==> src/rtl/pipe_delay_line.sv <==
// pipe_delay_line: DEPTH-stage valid/ready register chain with collapsing bubbles and synchronous flush.
// Define PIPE_DELAY_OCC_EN to add an occupancy output counting the valid stages.
module pipe_delay_line #(
  parameter int WIDTH = 8,
  parameter int DEPTH = 4
) (
  input  logic             clk,
  input  logic             reset,
  input  logic             flush,
  input  logic             in_valid,
  input  logic [WIDTH-1:0] in_data,
  output logic             in_ready,
  output logic             out_valid,
  output logic [WIDTH-1:0] out_data,
  input  logic             out_ready
`ifdef PIPE_DELAY_OCC_EN
  ,
  output logic [$clog2(DEPTH+1)-1:0] occupancy
`endif
);

  logic [DEPTH-1:0] v_q;
  logic [DEPTH-1:0] v_d;
  logic [DEPTH-1:0] rdy;
  logic [WIDTH-1:0] d_q [DEPTH];
  logic [WIDTH-1:0] d_d [DEPTH];
  logic [DEPTH:0]   chain_v;
  logic [WIDTH-1:0] chain_d [DEPTH+1];
  logic             in_fire;

  // A stage can take new data unless it and every stage after it are full and the output is stalled.
  always_comb begin
    logic tail_full;
    tail_full = 1'b1;
    rdy = '0;
    for (int i = DEPTH - 1; i >= 0; i--) begin
      tail_full = tail_full & v_q[i];
      rdy[i] = !tail_full | out_ready;
    end
  end

  assign in_ready  = rdy[0] & !flush;
  assign in_fire   = in_valid & in_ready;
  assign out_valid = v_q[DEPTH-1];
  assign out_data  = d_q[DEPTH-1];

  always_comb begin
    chain_v    = {v_q, in_fire};
    chain_d[0] = in_data;
    for (int i = 0; i < DEPTH; i++) begin
      chain_d[i+1] = d_q[i];
    end
    v_d = v_q;
    d_d = d_q;
    if (flush) begin
      v_d = '0;
    end else begin
      for (int i = 0; i < DEPTH; i++) begin
        if (rdy[i]) begin
          v_d[i] = chain_v[i];
          if (chain_v[i]) begin
            d_d[i] = chain_d[i];
          end
        end
      end
    end
  end

  always_ff @(posedge clk) begin
    if (!reset) begin
      v_q <= '0;
      for (int i = 0; i < DEPTH; i++) begin
        d_q[i] <= '0;
      end
    end else begin
      v_q <= v_d;
      d_q <= d_d;
    end
  end

`ifdef PIPE_DELAY_OCC_EN
  localparam int OccW = $clog2(DEPTH + 1);

  logic            out_fire;
  logic [OccW-1:0] occ_q;
  logic [OccW-1:0] occ_d;

  assign out_fire = out_valid & out_ready;

  // in_fire is already blocked during flush, so only the clear needs special handling.
  always_comb begin
    occ_d = occ_q;
    if (flush) begin
      occ_d = '0;
    end else if (in_fire && !out_fire) begin
      occ_d = occ_q + OccW'(1);
    end else if (!in_fire && out_fire) begin
      occ_d = occ_q - OccW'(1);
    end
  end

  always_ff @(posedge clk) begin
    if (!reset) begin
      occ_q <= '0;
    end else begin
      occ_q <= occ_d;
    end
  end

  assign occupancy = occ_q;
`endif

endmodule

==> config.mk <==
export PLATFORM = sky130hd
export DESIGN_NAME = pipe_delay_line
export DESIGN_NICKNAME = d
export VERILOG_FILES = /design/src/rtl/pipe_delay_line.sv
export SDC_FILE = /design/constraint.sdc
export NUM_CORES = 1
export LEC_CHECK = 0
export CAP_MARGIN = 20
export CORE_MARGIN = 2
export CORE_UTILIZATION = 30
export DETAILED_ROUTE_END_ITERATION = 10
export GPL_ROUTABILITY_DRIVEN = 0
export PLACE_DENSITY_LB_ADDON = 0.08
export SYNTH_ARGS = -nofsm -noshare
export SYNTH_HDL_FRONTEND = slang
export SYNTH_SLANG_ARGS = --single-unit
==> constraint.sdc <==
create_clock -name clk -period 1.65 [get_ports clk]
set_clock_uncertainty 0.05 [all_clocks]
set_input_delay 0.495 -clock clk [delete_from_list [all_inputs] [get_ports clk]]
set_output_delay 0.495 -clock clk [all_outputs]
set_load 0.02 [all_outputs]
==> flow_summary.json, run 1 <==
{
  "r2r-start": "v_q[3]",
  "rsz0062_at_grt": "true",
  "setup_tns_ps": -10.5,
  "nFillCells": 573,
  "clock-sinks": 36,
  "avgViaCountPerCell": 4.50,
  "pre_cts_slack_ps": -817,
  "cts_tree": "built",
  "row_count": 26,
  "final_nets": 212,
  "pwr-share-clk": 0.398,
  "slew_violations": 0,
  "grt_usage": 0.119,
  "dr.pass1.iters": 4,
  "antennaDiodeCount": 0,
  "start_kind": "input pin",
  "required_ps": 1100,
  "yosys_warnings": 0,
  "tightest_slew_ps": 506,
  "layoutNonFillerInstCount": 270,
  "drtIter0Drc": 70,
  "drive_above_1_share": 0.140,
  "reg2reg_slack_ps": 300,
  "whs_endpoint": "chain_d[31]",
  "remaining_drc_errors": 0,
  "report.final.setup_viol": 1,
  "setup_ws_ps": -10.5,
  "ir_drop_mv": 0.323,
  "ys_seq_area_frac": 0.463,
  "htreeDepth": 2,
  "seq_power_share": 0.535,
  "vias": 1215,
  "dp_cells": 262,
  "syn_to_final_growth_pct": 25.9,
  "holdPathStages": 2,
  "worstPathArrival_ps": 1120,
  "p_leak_nw": 0.712,
  "grt_antenna_before_repair": 0,
  "grt_pass1_wl_um": 5640,
  "critPathKind": "input pin to output pin",
  "dp_hpwl_um": 2180,
  "synth_cell_types": 21,
  "period_share": 1.01,
  "min_from": "chain_d[31]",
  "ff2ff_path_depth": 4,
  "clock.fmax_mhz": 602,
  "grt_start_max_net_pins": 41,
  "cts_buffers": 5,
  "path_clk_slew_ps": 70,
  "relSlewSlack": 0.662,
  "die_x_um": 76.1,
  "violations": "negative setup slack",
  "wl_per_cell_um": 11.3,
  "synth_cells": 176,
  "syn_nets": 189,
  "grt-ovfl-total": 0,
  "path_max_fanout": 2,
  "grt_pass1_vias": 1242,
  "die-area_um2": 5790,
  "initial_core_util": 0.307,
  "post_cts_buffers": 0,
  "cp-end-kind": "output pin",
  "pin_count": 23,
  "wirelength_um": 3040,
  "insertion_delay_ps": 290,
  "multiInputGateArea_um2": 718,
  "core_um2": 5070,
  "ant_nets": 0,
  "switchingPower_mw": 0.373,
  "syn-cell-area_um2": 1560,
  "combPwrFrac": 0.068,
  "seq_area_um2": 723,
  "outcome": "finished with violations",
  "final-hold-violation-count": 0,
  "avgSynthCellArea_um2": 8.85,
  "die_h_um": 76.1,
  "netSwitchingFraction": 0.225,
  "powerDensity_nw_per_um2": 847,
  "finalCriticalPeriod_ps": 1660,
  "max_cap_violations": 0,
  "hold_class": "flip-flop to flip-flop",
  "clock_path_buffers": 2,
  "intPower_mw": 1.29,
  "port_buffers": 22,
  "r2r-end": "out_data[0]",
  "synth_seq_cells": 36,
  "root_buffer": "clkbuf_8"
}
==> layout by cell type (no fill, tap or decap) <==
master	n
nand2_1	16
clkdlybuf4s50_1	10
nor2b_1	4
clkbuf_1	1
clkbuf_8	6
and3b_1	1
nand2b_1	6
a21oi_4	1
buf_12	2
and4b_4	1
nor2_1	7
nand3_1	24
buf_4	13
clkdlybuf4s15_1	1
dfxtp_2	2
a21oi_1	1
nand3b_1	1
a21boi_0	15
dfxtp_1	34
mux2i_1	8
a21oi_2	1
dlygate4sd2_1	9
nand4b_1	1
buf_6	1
a21boi_1	9
o21ai_0	24
clkinvlp_4	1
==> worst max-delay path: stages <==
cell     delay (ps)
buf_6            90
and4b_4         320
a21oi_2          60
buf_4           150
==> kinds of logic after synthesis <==
family,Yosys count,synth area share
buffers and inverters,20,0.0787
multiplexers,8,0.0514
AND/OR/NAND/NOR,61,0.198
AO/OA/AOI/OAI,51,0.210
flip-flops,36,0.463
==> sequential cells by signal, indices dropped and copies added (netlist names) <==
| register | cells |
|---|---|
| out_data | 8 |
| chain_d | 24 |
| v_q | 4 |
==> layout make-up <==
class,instances,share of cell area
timing repair buffer,36,0.172
clock buffer,7,0.0440
clock inverter,1,0.00383
multi-input combinational,120,0.366
tap,70,0.0447
sequential,36,0.369
==> worst max path at each step <==
stage	from	endpoint	slack, ps	cells after the start
6_report	out_ready	in_ready	-10	4
5_1_grt	v_q[3]	in_ready	-30	3
4_1_cts	out_ready	in_ready	-10	4
3_5_place_dp	out_ready	in_ready	-820	4
3_3_place_gp	out_ready	in_ready	-790	4
2_1_floorplan	out_ready	in_ready	40	3
==> Yosys cell counts <==
cell type / count / area, um2
a21boi_0: 15 / 113
buf_6: 2 / 22.5
nand2_1: 16 / 60.1
and4b_4: 1 / 13.8
nand4b_1: 1 / 8.76
and3b_1: 1 / 8.76
o21ai_0: 24 / 120
nand3b_1: 1 / 7.51
nor2b_1: 4 / 25.0
a21oi_1: 2 / 10.0
nand3_1: 24 / 120
mux2i_1: 8 / 80.1
a21oi_4: 1 / 16.3
nand2b_1: 6 / 37.5
buf_2: 2 / 10.0
clkbuf_1: 7 / 26.3
buf_4: 8 / 60.1
nor2_1: 7 / 26.3
a21boi_1: 9 / 67.6
buf_1: 1 / 3.75
dfxtp_1: 36 / 721
==> metal layers <==
metal	wire length, um	global-route usage
met1	1400	0.144
met2	1420	0.192
met3	138	0.0273
met4	86	0.0764
met5	0	0
==> power by group through the flow <==
stage,logic (mW),registers [mW],clock network (mW)
6_report,0.112,0.888,0.660
4_1_cts,0.114,0.888,0.679
2_1_floorplan,0.0527,0.908,0
3_5_place_dp,0.115,0.908,0
3_3_place_gp,0.111,0.908,0
5_1_grt,0.123,0.890,0.706
==> stage by stage <==
stage	power (mW)	instance area, um2	utilization	hold slack (ps)
2_1_floorplan	0.960	1560	-	385
6_report	1.66	1960	0.386	412
3_3_place_gp	1.02	1880	0.370	400
4_1_cts	1.68	1960	0.386	417
3_5_place_dp	1.02	1880	0.370	405
5_1_grt	1.72	1960	0.386	434
==> what timing repair did <==
item / CTS / global route
pin swaps: 1 / 0
resized for setup: 20 / 2
setup endpoints to repair: 18 / 3
hold buffers: 0 / 0
cloned: 0 / 0
(Power assumes the default switching activity.)
==> run 2: changes to the inputs <==
- CORE_ASPECT_RATIO: unset -> 0.7
==> flow_summary.json, run 2 (synthesis results as in run 1) <==
{
  "largest_reg_flops": 24,
  "cts_tree": "built",
  "path_max_fanout": 2,
  "report.final.setup_viol": 0,
  "layoutNonFillerInstCount": 269,
  "grt_pass1_wl_um": 5870,
  "pin_count": 23,
  "finalCriticalPeriod_ps": 1620,
  "ff2ff_path_depth": 4,
  "drive_above_1_share": 0.135,
  "grt_start_max_net_pins": 41,
  "core_um2": 4890,
  "final_cell_mix": "dfxtp_1 (36), nand3_1 (24), o21ai_0 (24), nand2_1 (16), a21boi_0 (15)",
  "antennaDiodeCount": 0,
  "min_from": "chain_d[24]",
  "vias": 1297,
  "die_x_um": 90.1,
  "die-area_um2": 5790,
  "required_ps": 1100,
  "wl_per_cell_um": 12.3,
  "max_cap_violations": 0,
  "ir_drop_mv": 0.324,
  "wirelength_um": 3310,
  "p_leak_nw": 0.723,
  "path_clk_slew_ps": 70,
  "port_buffers": 22,
  "post_cts_buffers": 0,
  "drtIter0Drc": 40,
  "cp-end-kind": "output pin",
  "rsz0062_at_grt": "false",
  "critPathMaxStageDelay_ps": 310,
  "powerDensity_nw_per_um2": 847,
  "worstPathArrival_ps": 1080,
  "grt-ovfl-total": 0,
  "start_kind": "input pin",
  "r2r-start": "v_q[3]",
  "reg2reg_slack_ps": 230,
  "nFillCells": 494,
  "die_h_um": 64.3,
  "grt_antenna_before_repair": 0,
  "avgViaCountPerCell": 4.82,
  "cp_slowest_cell": "and4b_4",
  "design_area_um2": 1970,
  "relSlewSlack": 0.629,
  "grt_usage": 0.126,
  "path_cells": "buf_6 -> and4b_4 -> a21oi_2 -> buf_6",
  "final-hold-violation-count": 0,
  "cts_hold_buf": 0,
  "cts_buffers": 5,
  "holdPathStages": 2,
  "period_share": 0.984,
  "dr.pass1.iters": 4,
  "root_buffer": "clkbuf_8",
  "mostFrequentLayoutCell": "dfxtp_1",
  "hold_class": "flip-flop to flip-flop",
  "whs_endpoint": "chain_d[24]",
  "initial_core_util": 0.319,
  "clock-sinks": 36,
  "worst_path_most_repeated_cell": "buf_6",
  "outcome": "complete, no violations",
  "tightest_slew_ps": 556,
  "dp_hpwl_um": 2450,
  "row_count": 21,
  "critPathKind": "input pin to output pin",
  "clock_path_buffers": 2,
  "remaining_drc_errors": 0,
  "htreeDepth": 2,
  "clock.fmax_mhz": 616,
  "grt_pass1_vias": 1305,
  "final_nets": 213,
  "syn_to_final_growth_pct": 26.5,
  "place_area_um2": 1880,
  "r2r-end": "out_data[5]",
  "slew_violations": 0,
  "dp_cells": 262,
  "insertion_delay_ps": 280,
  "ant_nets": 0
}
-- run 2: cell count changes in the layout (fill, tap and decap cells not counted), sizes merged --
cell / change
buf: +1
clkinvlp: -1
-- run 2: worst max-delay path by stage --
stage | start | end | slack, ps | cells past startpoint
after floorplan | out_ready | in_ready | 40 | 3
after global placement | out_ready | in_ready | -790 | 4
after detailed placement | out_ready | in_ready | -810 | 4
after CTS | out_ready | in_ready | 2 | 4
after global routing | v_q[3] | out_valid | 8 | 2
final | out_ready | in_ready | 30 | 4
-- run 2: layout make-up --
class                   instances  area, um2  share of cell area
well taps                      69       86.3              0.0438
repair buffers                 37        349               0.177
clock buffers                   7       96.3              0.0489
flip-flops and latches         36        721               0.366
multi-input cells             120        718               0.364
-- run 2: critical path: cells and delay by family --
family / cells / cell delay, ps
and+or+nand+nor: 1 / 310
buffers and inverters: 2 / 210
AOI/OAI and AO/OA: 1 / 50
-- run 2: stage by stage --
stage	TNS (ps)	hold slack [ps]	power, mW	setup slack (ps)	utilization
detailed placement	-9810	403	1.02	-807	0.385
finish	0	409	1.67	26.1	0.403
floorplan	0	385	0.960	35.2	-
global placement	-8250	403	1.02	-795	0.385
global route	0	434	1.74	8.42	0.403
CTS	0	414	1.69	1.88	0.402
-- run 2: per-layer routing --
layer,global-route usage,vias up,wire length [um]
met5,0,-,0
met4,0.0404,0,35
met3,0.0389,5,96
met2,0.198,14,1480
met1,0.165,629,1690
li1,-,649,-
-- run 2: repair_timing --
item,in CTS,in global routing
gates resized for setup,20,2
setup endpoints to repair,27,2
pin swaps,1,0
-- run 2: power breakdown --
part / switching (mW) / internal, mW / total [mW] / leakage [nW]
clock: 0.294 / 0.372 / 0.666 / 0.0503
sequential: 0.00670 / 0.882 / 0.888 / 0.291
combinational: 0.0474 / 0.0673 / 0.115 / 0.382
total: 0.348 / 1.32 / 1.67 / 0.723
==> run 3: changes to the inputs <==
- CAP_MARGIN: 20 -> unset
==> results of run 3 <==
Same layout as run 2: the final DEF is identical, and so are final timing and power.
==> patch 1 (settings of run 1) <==
The option `PIPE_DELAY_OCC_EN` is turned on by a define.
--- a/src/rtl/pipe_delay_line.sv
+++ b/src/rtl/pipe_delay_line.sv
@@ -1,5 +1,7 @@
 // pipe_delay_line: DEPTH-stage valid/ready register chain with collapsing bubbles and synchronous flush.
 // Define PIPE_DELAY_OCC_EN to add an occupancy output counting the valid stages.
+`define PIPE_DELAY_OCC_EN
+
 module pipe_delay_line #(
   parameter int WIDTH = 8,
   parameter int DEPTH = 4
Behaviour (old outputs only; new: occupancy): unchanged (equiv_simple and equiv_induct, registers matched by name and starting in step).
==> patch 1 against run 1 <==
The run still ends with setup timing left. Hold slack improved by 0.0032 ns. Sequential cell count rose by 3. Synthesized area rose by 9.4%. Final area rose by 12%. Power rose by 5.0%. Synthesized cell count rose by 9.1%. Setup slack got worse by 0.25 ns. Wire length rose by 16%.
==> patch 1: results (changes against run 1) <==
metric,value,unit,change
path_class,reg -> reg,,
wl_met2,1630,um,+15%
cts_resized,27,,+35%
cpMaxStageDelayCell,dfxtp_2,,
ys_types,25,,+19%
numPortBuffers,25,,+14%
synth-compound-area-share,19.3,%,-1.7 points
place_hpwl,2620,um,+20%
postCtsSetupBuffers,2,,+2
wirelength,3520,um,+16%
ys_top_cells_by_count,"dfxtp_1 (39), a21boi_1 (24), nand3_1 (24), o21ai_1 (24), nand2_1 (17)",,
grt_use_met2,20.9,%,+1.7 points
leakagePower,0.839,nW,+18%
outcome,"finished, violations left",,
multi_input_area_share,38.0,%,+1.4 points
reg2reg_depth,8,,+4
layout.nets,238,,+12%
clock_area_share,3.89,%,-0.90 points
nClkBuffers,6,,-1
use_met1,16.1,%,+1.7 points
critPathMaxFanout,3,,+1
hold_start,chain_d[9],,
grt_pass1_vias,1397,,+12%
tightest_slew,0.322,ns,-0.184 ns
die-area,6300,sq um,+8.9%
inv_count,1,,+1
gr-usage-all-layers,12.9,%,+0.99 points
wl_met3,137,um,-0.72%
seq_area_frac_synth,45.8,%,-0.45 points
synth_fa_ha_area_share,1.91,%,+1.9 points
synth_fp_nets,207,,+9.5%
peakVddDrop,0.278,mV,-14%
setup_viol,3,,+2
wl_met1,1690,um,+21%
setup_slack,-0.264,ns,-0.254 ns
synthCells,192,,+9.1%
p_clk_share,36.3,%,-3.5 points
layout-drive-gt1-share,17.9,%,+3.9 points
sh_seq_area,35.8,%,-1.1 points
fill_cells,583,,+1.7%
grtUsageMet3,4.19,%,+1.5 points
holdPathEnd,out_data[1],,
switching_share,23.6,%,+1.1 points
multi_input_comb_cells,131,,+9.2%
ys_seq_elements,39,,+8.3%
clock-sinks,39,,+8.3%
rr_endpoint,occupancy[2],,
synth_mux_area_share,5.29,%,+0.15 points
violations,setup timing,,
n_all_buffers,45,,+25%
patch 1: changes by cell type in the layout (fill, tap and decap cells not counted), moves of 3 or more:
cell / delta
a21boi_0: -15
buf_4: +7
dfxtp_1: +3
o21ai_1: +24
a21boi_1: +15
o21ai_0: -23
patch 1: through the flow:
step                      setup slack [ns]  instance area, sq um  utilization (%)  hold WS [ns]  TNS, ns
after CTS                           -0.325                  2170             39.4         0.420   -0.441
after floorplan                     -0.471                  1720                -         0.385   -0.886
after global placement              -0.910                  2070             37.7         0.402    -8.57
final                               -0.264                  2190             39.7         0.415   -0.446
after global routing                -0.348                  2190             39.7         0.434   -0.595
after detailed placement            -0.964                  2070             37.7         0.402    -8.88
patch 1: cell families after synthesis:
family | count (synthesis)
AOI/OAI and AO/OA | 53
xor gates and xnor gates | 2
adders and majority gates | 2
buffers and inverters | 22
DFF | 39
muxes | 9
and+or+nand+nor | 65
==> patch 2 (settings of run 1) <==
Without the edit above. `v_q` no longer has a reset.
--- a/src/rtl/pipe_delay_line.sv
+++ b/src/rtl/pipe_delay_line.sv
@@ -68,14 +68,16 @@
 
   always_ff @(posedge clk) begin
     if (!reset) begin
-      v_q <= '0;
       for (int i = 0; i < DEPTH; i++) begin
         d_q[i] <= '0;
       end
     end else begin
-      v_q <= v_d;
       d_q <= d_d;
     end
+  end
+
+  always_ff @(posedge clk) begin
+    v_q <= v_d;
   end
 
 `ifdef PIPE_DELAY_OCC_EN
Formal check against the unedited RTL: not equivalent (Yosys sat finds a counterexample within 4 cycles, from zero or initial values and one cycle with reset low).
==> patch 2 against run 1 <==
Sequential cell count stayed put. Final area is 0.51% lower. Sequential power is 0.6% higher. Setup slack better by 0.013 ns. Wire length is 6.4% lower. Via count is 2.6% lower. Synthesized area is 0.16% lower. Power is 1.7% higher. Count of clock-buffer cells in the layout stayed put. Largest power group unchanged. Clock power is 1% higher. Critical endpoint unchanged.
==> patch 2: results (changes against run 1) <==
metric,value,unit,change
hold_start,chain_d[26],,
dpl.cell_count,261,,-0.38%
switching_share,21.3,%,-1.2 points
syn_area,1560,sq um,-0.16%
powerDensity,866,nW/um^2,+2.2%
nonClkBufAreaFrac,17.1,%,-0.17 points
multi_input_comb_cells,119,,-0.83%
p_sw,0.359,mW,-3.8%
seq_area_frac_synth,46.3,%,+0.074 points
slowest_delay,0.32,ns,about the same
pre_cts_slack,-0.805,ns,+0.0120 ns
gr-usage-all-layers,11.1,%,-0.80 points
inv_count,0,,unchanged
outcome,completed,,
num_vias,1183,,-2.6%
synth_fp_nets,189,,unchanged
drt-initial-drc-count,46,,-34%
insertion_delay,0.29,ns,about the same
power_clock,0.668,mW,+1%
layout-drive-gt1-share,14.1,%,+0.14 points
n_all_buffers,36,,unchanged
grt_first_pass_wirelength,5240,um,-7.1%
cpMaxStageDelayCell,and4b_4,,
hold_depth,2,,unchanged
yosys-top-cells-area,"dfxtp_1 (46%), nand3_1 (7.7%), o21ai_0 (7.7%)",,
placed_area,1870,sq um,-0.33%
rr_endpoint,out_data[5],,
slew_headroom,69.5,%,+3.3 points
fill_cells,514,,-10%
holdWs,0.411,ns,-0.000983 ns
peakVddDrop,0.349,mV,+8.2%
routedWlPerCell,10.6,um,-5.7%
place_hpwl,2150,um,-1.2%
clock-sinks,36,,unchanged
ys_top_cells_by_count,"dfxtp_1 (36), nand3_1 (24), o21ai_0 (24), nand2_1 (16), a21boi_0 (14)",,
holdPathEnd,chain_d[26],,
htreeDepth,2,,unchanged
ys_types,20,,-4.8%
root_buffer,clkbuf_8,,
multi_input_area,712,sq um,-0.87%
leakagePower,0.720,nW,+1.2%
sh_seq_area,37.0,%,+0.13 points
combinationalPowerShare,7.5,%,+0.7 points
synth-async-reset-ratio,0,%,unchanged
stdcell_count,268,,-0.74%
clockBufferDepth,2,,unchanged
drtPass1Iterations,4,,unchanged
hold_class,reg -> reg,,
r2r_slack,0.32,ns,+0.02 ns
yosys_warnings,0,,unchanged
clock_area_share,4.94,%,+0.15 points
crit_arrival,1.10,ns,-0.02 ns
synthCells,176,,unchanged
layout.nets,211,,-0.47%
[patch 2: cells by family after synthesis]
| group | count (synthesis) | synth area share [%] |
|---|---|---|
| buffers and inverters | 21 | 8.12 |
| multiplexers | 8 | 5.15 |
| AO/OA/AOI/OAI | 51 | 21.0 |
| flip-flops | 36 | 46.3 |
| AND/OR/NAND/NOR | 60 | 19.4 |
[patch 2: repair_timing]
item / 4_1_cts / 5_1_grt
pin swaps: 1 / 0
resized for setup: 21 / 2
setup endpoints to repair: 20 / 2
[patch 2: how the worst max path moves through the flow]
stage	from	slack (ns)	to
2_1_floorplan	out_ready	0.009	in_ready
3_3_place_gp	out_ready	-0.80	in_ready
3_5_place_dp	out_ready	-0.80	in_ready
4_1_cts	out_ready	-0.002	in_ready
5_1_grt	out_ready	-0.01	in_ready
6_report	out_ready	0.002	in_ready
[patch 2: metal layers]
metal	wire, um	track usage (%)	up-vias
met4	59	4.91	0
li1	-	-	640
met3	145	3.91	7
met5	0	0	-
met1	1320	13.1	511
met2	1330	18.4	25
